`config.mk`:
```
export PLATFORM = sky130hd
export DESIGN_NAME = restoring_divider32_flat
export DESIGN_NICKNAME = d
export VERILOG_FILES = /design/src/rtl/restoring_divider32_if.sv /design/src/rtl/restoring_divider32.sv /design/src/flat_wrapper.sv
export SDC_FILE = /design/constraint.sdc
export NUM_CORES = 1
export LEC_CHECK = 0
export BUFFER_PORTS_ARGS = -buffer_cell sky130_fd_sc_hd__clkbuf_2
export CAP_MARGIN = 0
export CORE_MARGIN = 5
export CORE_UTILIZATION = 25
export CTS_CLUSTER_SIZE = 12
export DETAILED_ROUTE_END_ITERATION = 8
export PLACE_DENSITY = 0.49
export SLEW_MARGIN = 20
export SYNTH_ARGS = -nofsm -noshare
export SYNTH_HDL_FRONTEND = slang
export SYNTH_SLANG_ARGS = --single-unit
```
`constraint.sdc`:
```
create_clock -name clk -period 3.68 [get_ports clk]
set_input_delay 0.184 -clock clk [delete_from_list [all_inputs] [get_ports clk]]
set_output_delay 0.184 -clock clk [all_outputs]
set_load 0.02 [all_outputs]
```
`src/rtl/restoring_divider32_if.sv`:
```
// Handshake and operand/result bundle between the issuing control FSM and restoring_divider32.
// DIV_SIGNED_EN adds the signed_op request bit.
interface restoring_divider32_if;
    logic        start;
    logic [31:0] dividend;
    logic [31:0] divisor;
`ifdef DIV_SIGNED_EN
    logic        signed_op;
`endif
    logic        busy;
    logic        done;
    logic [31:0] quotient;
    logic [31:0] remainder;
    logic        div_by_zero;

`ifdef DIV_SIGNED_EN
    modport master (
        output start, dividend, divisor, signed_op,
        input  busy, done, quotient, remainder, div_by_zero
    );
    modport slave (
        input  start, dividend, divisor, signed_op,
        output busy, done, quotient, remainder, div_by_zero
    );
`else
    modport master (
        output start, dividend, divisor,
        input  busy, done, quotient, remainder, div_by_zero
    );
    modport slave (
        input  start, dividend, divisor,
        output busy, done, quotient, remainder, div_by_zero
    );
`endif
endinterface

```
`src/rtl/restoring_divider32.sv`:
```
// Multicycle 32-bit restoring divider, one quotient bit per clock, plus its trial-subtract adder.
// Optional macro DIV_SIGNED_EN: signed operands via magnitude load and a one-cycle FIXUP state.
module restoring_divider32 #(
    parameter bit EARLY_ZERO = 1'b1
) (
    input  logic                  clk,
    input  logic                  rst_n,
    restoring_divider32_if.slave  bus
);

`ifdef DIV_SIGNED_EN
    typedef enum logic [1:0] {S_IDLE, S_RUN, S_FIXUP} state_t;

    function automatic logic [31:0] f_neg(input logic [31:0] v);
        return ~v + 32'd1;
    endfunction
`else
    typedef enum logic [1:0] {S_IDLE, S_RUN} state_t;
`endif

    state_t      r_state;
    state_t      w_state_next;
    logic [4:0]  r_count;
    logic [31:0] r_rem;
    logic [31:0] r_q;
    logic [31:0] r_divisor;
    logic [31:0] r_quotient;
    logic [31:0] r_remainder;
    logic        r_dbz;
    logic        r_done;
`ifdef DIV_SIGNED_EN
    logic        r_neg_q;
    logic        r_neg_r;
    logic        w_dd_neg;
    logic        w_dv_neg;
`endif

    logic        w_load;
    logic        w_early;
    logic        w_iter;
    logic        w_finish;
    logic        w_fixup;

    logic [31:0] w_shift;
    logic [31:0] w_sum;
    logic        w_cout;
    logic        w_success;
    logic [31:0] w_rem_next;
    logic [31:0] w_q_next;
    logic [31:0] w_dd_load;
    logic [31:0] w_dv_load;

    // Trial subtract of the shifted remainder's low 32 bits; bit 32 lives in r_rem[31].
    assign w_shift = {r_rem[30:0], r_q[31]};

    AdderAndSuber32bits u_trial_sub (
        .A    (w_shift),
        .B    (r_divisor),
        .Cin  (1'b1),
        .S    (w_sum),
        .Cout (w_cout)
    );

    assign w_success  = r_rem[31] | w_cout;
    assign w_rem_next = w_success ? w_sum : w_shift;
    assign w_q_next   = {r_q[30:0], w_success};

`ifdef DIV_SIGNED_EN
    assign w_dd_neg  = bus.signed_op & bus.dividend[31];
    assign w_dv_neg  = bus.signed_op & bus.divisor[31];
    assign w_dd_load = w_dd_neg ? f_neg(bus.dividend) : bus.dividend;
    assign w_dv_load = w_dv_neg ? f_neg(bus.divisor)  : bus.divisor;
`else
    assign w_dd_load = bus.dividend;
    assign w_dv_load = bus.divisor;
`endif

    always_ff @(posedge clk or negedge rst_n) begin
        if (!rst_n) begin
            r_state <= S_IDLE;
        end else begin
            // NOTE: state and datapath registers use non-blocking assignments so every
            // flop samples pre-edge values regardless of statement order.
            r_state <= w_state_next;
        end
    end

    always_comb begin
        // NOTE: every output of this block is defaulted first so no path leaves it
        // unassigned, which would otherwise infer a latch.
        w_state_next = r_state;
        w_load       = 1'b0;
        w_early      = 1'b0;
        w_iter       = 1'b0;
        w_finish     = 1'b0;
        w_fixup      = 1'b0;
        unique case (r_state)
            S_IDLE: begin
                if (bus.start) begin
                    if (EARLY_ZERO && (bus.divisor == 32'd0)) begin
                        w_early = 1'b1;
                    end else begin
                        w_load       = 1'b1;
                        w_state_next = S_RUN;
                    end
                end
            end
            S_RUN: begin
                w_iter = 1'b1;
                if (r_count == 5'd31) begin
`ifdef DIV_SIGNED_EN
                    w_state_next = S_FIXUP;
`else
                    w_finish     = 1'b1;
                    w_state_next = S_IDLE;
`endif
                end
            end
`ifdef DIV_SIGNED_EN
            S_FIXUP: begin
                w_fixup      = 1'b1;
                w_state_next = S_IDLE;
            end
`endif
            default: w_state_next = S_IDLE;
        endcase
    end

    always_ff @(posedge clk or negedge rst_n) begin
        if (!rst_n) begin
            r_count     <= '0;
            r_rem       <= '0;
            r_q         <= '0;
            r_divisor   <= '0;
            r_quotient  <= '0;
            r_remainder <= '0;
            r_dbz       <= 1'b0;
            r_done      <= 1'b0;
`ifdef DIV_SIGNED_EN
            r_neg_q     <= 1'b0;
            r_neg_r     <= 1'b0;
`endif
        end else begin
            r_done <= 1'b0;

            if (w_early) begin
                r_quotient  <= '1;
                r_remainder <= bus.dividend;
                r_dbz       <= 1'b1;
                r_done      <= 1'b1;
            end

            if (w_load) begin
                r_rem     <= '0;
                r_q       <= w_dd_load;
                r_divisor <= w_dv_load;
                r_count   <= '0;
                r_dbz     <= 1'b0;
`ifdef DIV_SIGNED_EN
                r_neg_q   <= w_dd_neg ^ w_dv_neg;
                r_neg_r   <= w_dd_neg;
`endif
            end

            if (w_iter) begin
                r_rem   <= w_rem_next;
                r_q     <= w_q_next;
                r_count <= r_count + 5'd1;
            end

            if (w_finish) begin
                r_quotient  <= w_q_next;
                r_remainder <= w_rem_next;
                r_dbz       <= (r_divisor == 32'd0);
                r_done      <= 1'b1;
            end

`ifdef DIV_SIGNED_EN
            // A zero divisor keeps the all-ones quotient; the remainder sign fixup then
            // reproduces the original dividend.
            if (w_fixup) begin
                r_quotient  <= (r_neg_q && (r_divisor != 32'd0)) ? f_neg(r_q) : r_q;
                r_remainder <= r_neg_r ? f_neg(r_rem) : r_rem;
                r_dbz       <= (r_divisor == 32'd0);
                r_done      <= 1'b1;
            end
`endif
        end
    end

    assign bus.busy        = (r_state != S_IDLE);
    assign bus.done        = r_done;
    assign bus.quotient    = r_quotient;
    assign bus.remainder   = r_remainder;
    assign bus.div_by_zero = r_dbz;

endmodule

// 32-bit adder/subtractor: Cin=1 inverts B and adds one, so Cout=1 means no borrow.
module AdderAndSuber32bits (
    input  logic [31:0] A,
    input  logic [31:0] B,
    input  logic        Cin,
    output logic [31:0] S,
    output logic        Cout
);
    logic [32:0] w_sum;

    assign w_sum = {1'b0, A} + {1'b0, (B ^ {32{Cin}})} + {32'd0, Cin};
    assign S     = w_sum[31:0];
    assign Cout  = w_sum[32];
endmodule

```
`src/flat_wrapper.sv`:
```
// flat-port wrapper written by rule: the top's interface ports become plain ports
module restoring_divider32_flat 
#(
    parameter bit EARLY_ZERO = 1'b1
)
  (clk, rst_n, bus_start, bus_dividend, bus_divisor, bus_busy, bus_done, bus_quotient, bus_remainder, bus_div_by_zero);
  restoring_divider32_if bus_i ();
  input  logic clk;
  input  logic rst_n;
  input wire logic [$bits(bus_i.start)-1:0] bus_start;
  input wire logic [$bits(bus_i.dividend)-1:0] bus_dividend;
  input wire logic [$bits(bus_i.divisor)-1:0] bus_divisor;
  output wire logic [$bits(bus_i.busy)-1:0] bus_busy;
  output wire logic [$bits(bus_i.done)-1:0] bus_done;
  output wire logic [$bits(bus_i.quotient)-1:0] bus_quotient;
  output wire logic [$bits(bus_i.remainder)-1:0] bus_remainder;
  output wire logic [$bits(bus_i.div_by_zero)-1:0] bus_div_by_zero;
  assign bus_i.start = bus_start;
  assign bus_i.dividend = bus_dividend;
  assign bus_i.divisor = bus_divisor;
  assign bus_busy = bus_i.busy;
  assign bus_done = bus_i.done;
  assign bus_quotient = bus_i.quotient;
  assign bus_remainder = bus_i.remainder;
  assign bus_div_by_zero = bus_i.div_by_zero;
  restoring_divider32 #(.EARLY_ZERO(EARLY_ZERO)) u_core (.clk(clk), .rst_n(rst_n), .bus(bus_i));
endmodule
```
==> summary.md <==
| Metric | Value |
|---|---|
| Status | `finished clean` |
| Clock Path Buffers | `2` |
| Boundary Pins | `134` |
| DR vias/cell | `4.673` |
| Worst-Margin Slew | `1.108 ns` |
| Setup CP Type | `reg2reg` |
| Reg clk slew, reported paths | `0.07 ns` |
| First-iteration detailed-routing DRC count | `403` |
| Number of synthesized flops with an enable pin | `0` |
| Hold crit path type | `in2reg` |
| Overall power | `12.08 mW` |
| Power Internal | `6.504 mW` |
| Antenna violations before repair | `0` |
| Clock sink total | `168` |
| Startpoint types | `flop` |
| Mapped Nets | `1037` |
| CTS tree | `done` |
| DRT Pass-1 Iters | `5` |
| Hold slack | `0.01445 ns` |
| Total gr overflow | `0` |
| Register area share after synthesis | `47.30%` |
| Final Hold Fails | `0` |
| Area share of the leading cell type in the synthesized netlist | `47.30%` |
| Max_cap viols | `0` |
| Final WL | `27.18 mm` |
| Vias in the first global route | `7207` |
| Pre-CTS setup slack | `0.2532 ns` |
| Min Tclk post-route | `3.407 ns` |
| Worst Setup End Kind | `flop` |
| Fmax | `0.2935 GHz` |
| Post-CTS sizing | `0` |
| Fin worst setup slack | `0.2726 ns` |
| DRC viols | `0` |
| H-Tree Depth | `4` |
| Yosys warnings | `0` |
| I/O Buffers | `133` |
| Full die area | `0.03942 sq mm` |
| TritonCTS Buffers | `17` |
| Pins over their slew limit | `0` |
| Final core utilization | `30.57%` |
| Die Ht | `198.5 um` |
| Hold buffers post-CTS | `18` |
| Psw | `5.580 mW` |
| Leakage | `4.974 nW` |
| CP arrival | `3.74 ns` |
| Initial core utilization | `25.17%` |
| Final setup fails | `0` |
| Syn avg cell area | `9.505 sq um` |
| Final GP Congestion | `0.7695` |
| Cell area after synthesis | `0.008887 sq mm` |
| # rows | `69` |
| Clock Power Share | `14.5%` |
| Total core area | `0.03531 sq mm` |
| HPWL after DPL | `20.05 mm` |
| Clk root buf | `clkbuf_16` |
| Count of state elements after synthesis | `168` |
| Switch share | `46.18%` |
| Final Net Count | `1167` |
| Synth top area cells | `dfrtp_1, o21ai_0, nand2_1` |
| Area Growth Syn to Fin | `21.47%` |
| Die W | `198.5 um` |
| Postcts setup bufs | `0` |
| Largest area contributor in the netlist | `dfrtp_1` |
| First-pass GRT wire length | `42.74 mm` |
| Layout cells sized above 1 | `21.17%` |
| All-layer global routing usage | `13.82%` |
| WL/cell | `17.67 um` |
| Final Cycle Share | `92.59%` |
| Part of the power in registers | `29.5%` |
| RSZ-0062 raised after global routing | `no` |
| Distinct cells, synth | `57` |
| FFs w/ async S/R, synth | `100.0%` |
| Worst rel slew slack | `26.04%` |
| Clock Skews | `0.01235 ns` |
| Vias | `7187` |
| Worst skew pair latency | `0.44 ns` |
| Max FO, Critical Path | `50` |
| Post-route ant nets | `0` |
| Max rail drop VDD | `0.4758 mV` |
| Combinational power share | `56.0%` |
| Cells after Synth | `935` |
| Top FF cell, synth | `dfrtp_1` |
| Sum of negative setup slack | `0 ns` |
| # diodes | `0` |
| PwrDens | `1119 mW/mm^2` |
| Largest net degree at the start of global routing | `88` |
| Req. time, crit path | `4.01 ns` |
-- final timing paths --
kind | startpoint | end | slack (ns) | cells past startpoint
setup / recovery | u_core.r_rem[11] | u_core.bus.remainder[20] | 0.27 | 11
hold / removal | bus_dividend[28] | u_core.bus.remainder[28] | 0.01 | 3
setup reg to reg | u_core.r_rem[11] | u_core.bus.remainder[20] | 0.27 | 11
hold reg to reg | u_core.r_count[3] | u_core.r_count[3] | 0.50 | 1
max in group asynchronous | rst_n | u_core.bus.quotient[4] | 2.37 | 3
min in group asynchronous | rst_n | u_core.r_divisor[31] | 0.39 | 2
-- power by group through the flow --
stage               combinational, mW  sequential [mW]  clock (mW)
floorplan                        4.74             3.72           0
global placement                 6.71             3.58           0
detailed placement               6.79             3.59           0
CTS                              6.81             3.56        1.81
global route                     7.62             3.69        1.88
finish                           6.77             3.56        1.75
-- layout by cell type, fill, tap and decap left out, types with 4 or more instances in the layout --
cell type,instances
nand2_1,124
a22oi_1,27
xnor2_1,15
a31oi_1,4
a211oi_1,5
nor4_1,15
xor2_1,14
a21oi_1,51
mux2_2,35
a21o_1,17
mux2i_1,36
clkbuf_16,17
o21ai_0,98
nand3_1,35
nor2_1,32
nor3_1,10
nor2b_1,5
inv_6,5
ha_1,34
o21ai_1,40
clkbuf_2,132
a22o_1,8
inv_1,43
nand4_1,10
nand2b_1,7
dfrtp_1,167
clkinvlp_4,4
buf_4,14
dlygate4sd3_1,18
-- layer usage --
metal  global-route usage [%]  part of all wire [%]  vias to the layer above
met5                        0                     0                        -
met4                    3.394                   1.1                        0
met3                    2.846                   3.9                       16
met2                    20.01                    42                      144
met1                    21.05                    53                     3438
li1                         -                     -                     3589
-- layout make-up --
class / instances / area, sq um
multi-input cells: 667 / 4299
clock inverters: 13 / 122.6
fillers: 3718 / 24510
repair buffers: 167 / 997.2
inverters: 44 / 165.2
flip-flops and latches: 168 / 4205
clock buffers: 18 / 429.2
well taps: 461 / 576.8
-- through the flow --
| stage | instances | area, sq um |
|---|---|---|
| floorplan | 935 | 8887 |
| global placement | 1489 | 10060 |
| detailed placement | 1489 | 10060 |
| CTS | 1538 | 10800 |
| global route | 1538 | 10800 |
| finish | 1538 | 10800 |
-- state kept, by name, summed over array words and instances, names as in the netlist --
signal and cells:
u_core.bus.quotient 32, u_core.bus.remainder 32, u_core.r_divisor 32, u_core.r_q 32
u_core.r_rem 32, u_core.r_count 5, u_core.bus.div_by_zero 1, u_core.bus.done 1
u_core.r_state 1
-- critical path, cell delays in order, from the launching register on --
cell      delay (ns)
dfrtp_1         0.42
ha_1            0.38
a21oi_1         0.28
o21ai_1         0.13
a311oi_2        0.31
o31ai_2         0.16
a21oi_2         0.27
o21ai_2         0.13
a21oi_4         0.36
buf_12          0.28
mux2_2          0.38
a21o_1          0.18
-- cell families (layout without fill, tap and decap cells) --
family,Yosys count,in the layout,share of synthesized area [%]
mux,74,74,8.870
compound gates,279,279,18.87
fa+ha+maj,35,35,5.012
xor+xnor,29,29,2.858
buf+inv,100,242,4.519
flops,168,168,47.30
simple gates,250,250,12.57
-- synth_stat cells (2+ instances only) --
| library cell | n |
|---|---|
| a211oi_1 | 5 |
| a21o_1 | 17 |
| a21oi_1 | 51 |
| a22o_1 | 8 |
| a22oi_1 | 27 |
| a31oi_1 | 4 |
| a32oi_1 | 2 |
| and2_1 | 3 |
| and3_1 | 3 |
| buf_1 | 2 |
| buf_2 | 3 |
| buf_4 | 4 |
| clkbuf_1 | 46 |
| dfrtp_1 | 168 |
| ha_1 | 34 |
| inv_1 | 43 |
| mux2_1 | 3 |
| mux2_2 | 35 |
| mux2i_1 | 36 |
| nand2_1 | 125 |
| nand2b_1 | 7 |
| nand3_1 | 35 |
| nand4_1 | 10 |
| nor2_1 | 33 |
| nor2b_1 | 5 |
| nor3_1 | 10 |
| nor3b_1 | 2 |
| nor4_1 | 15 |
| o211ai_1 | 3 |
| o21a_1 | 3 |
| o21ai_0 | 98 |
| o21ai_1 | 41 |
| o21bai_1 | 3 |
| xnor2_1 | 15 |
| xor2_1 | 14 |
Note: power is estimated with default switching activity, not from simulation.
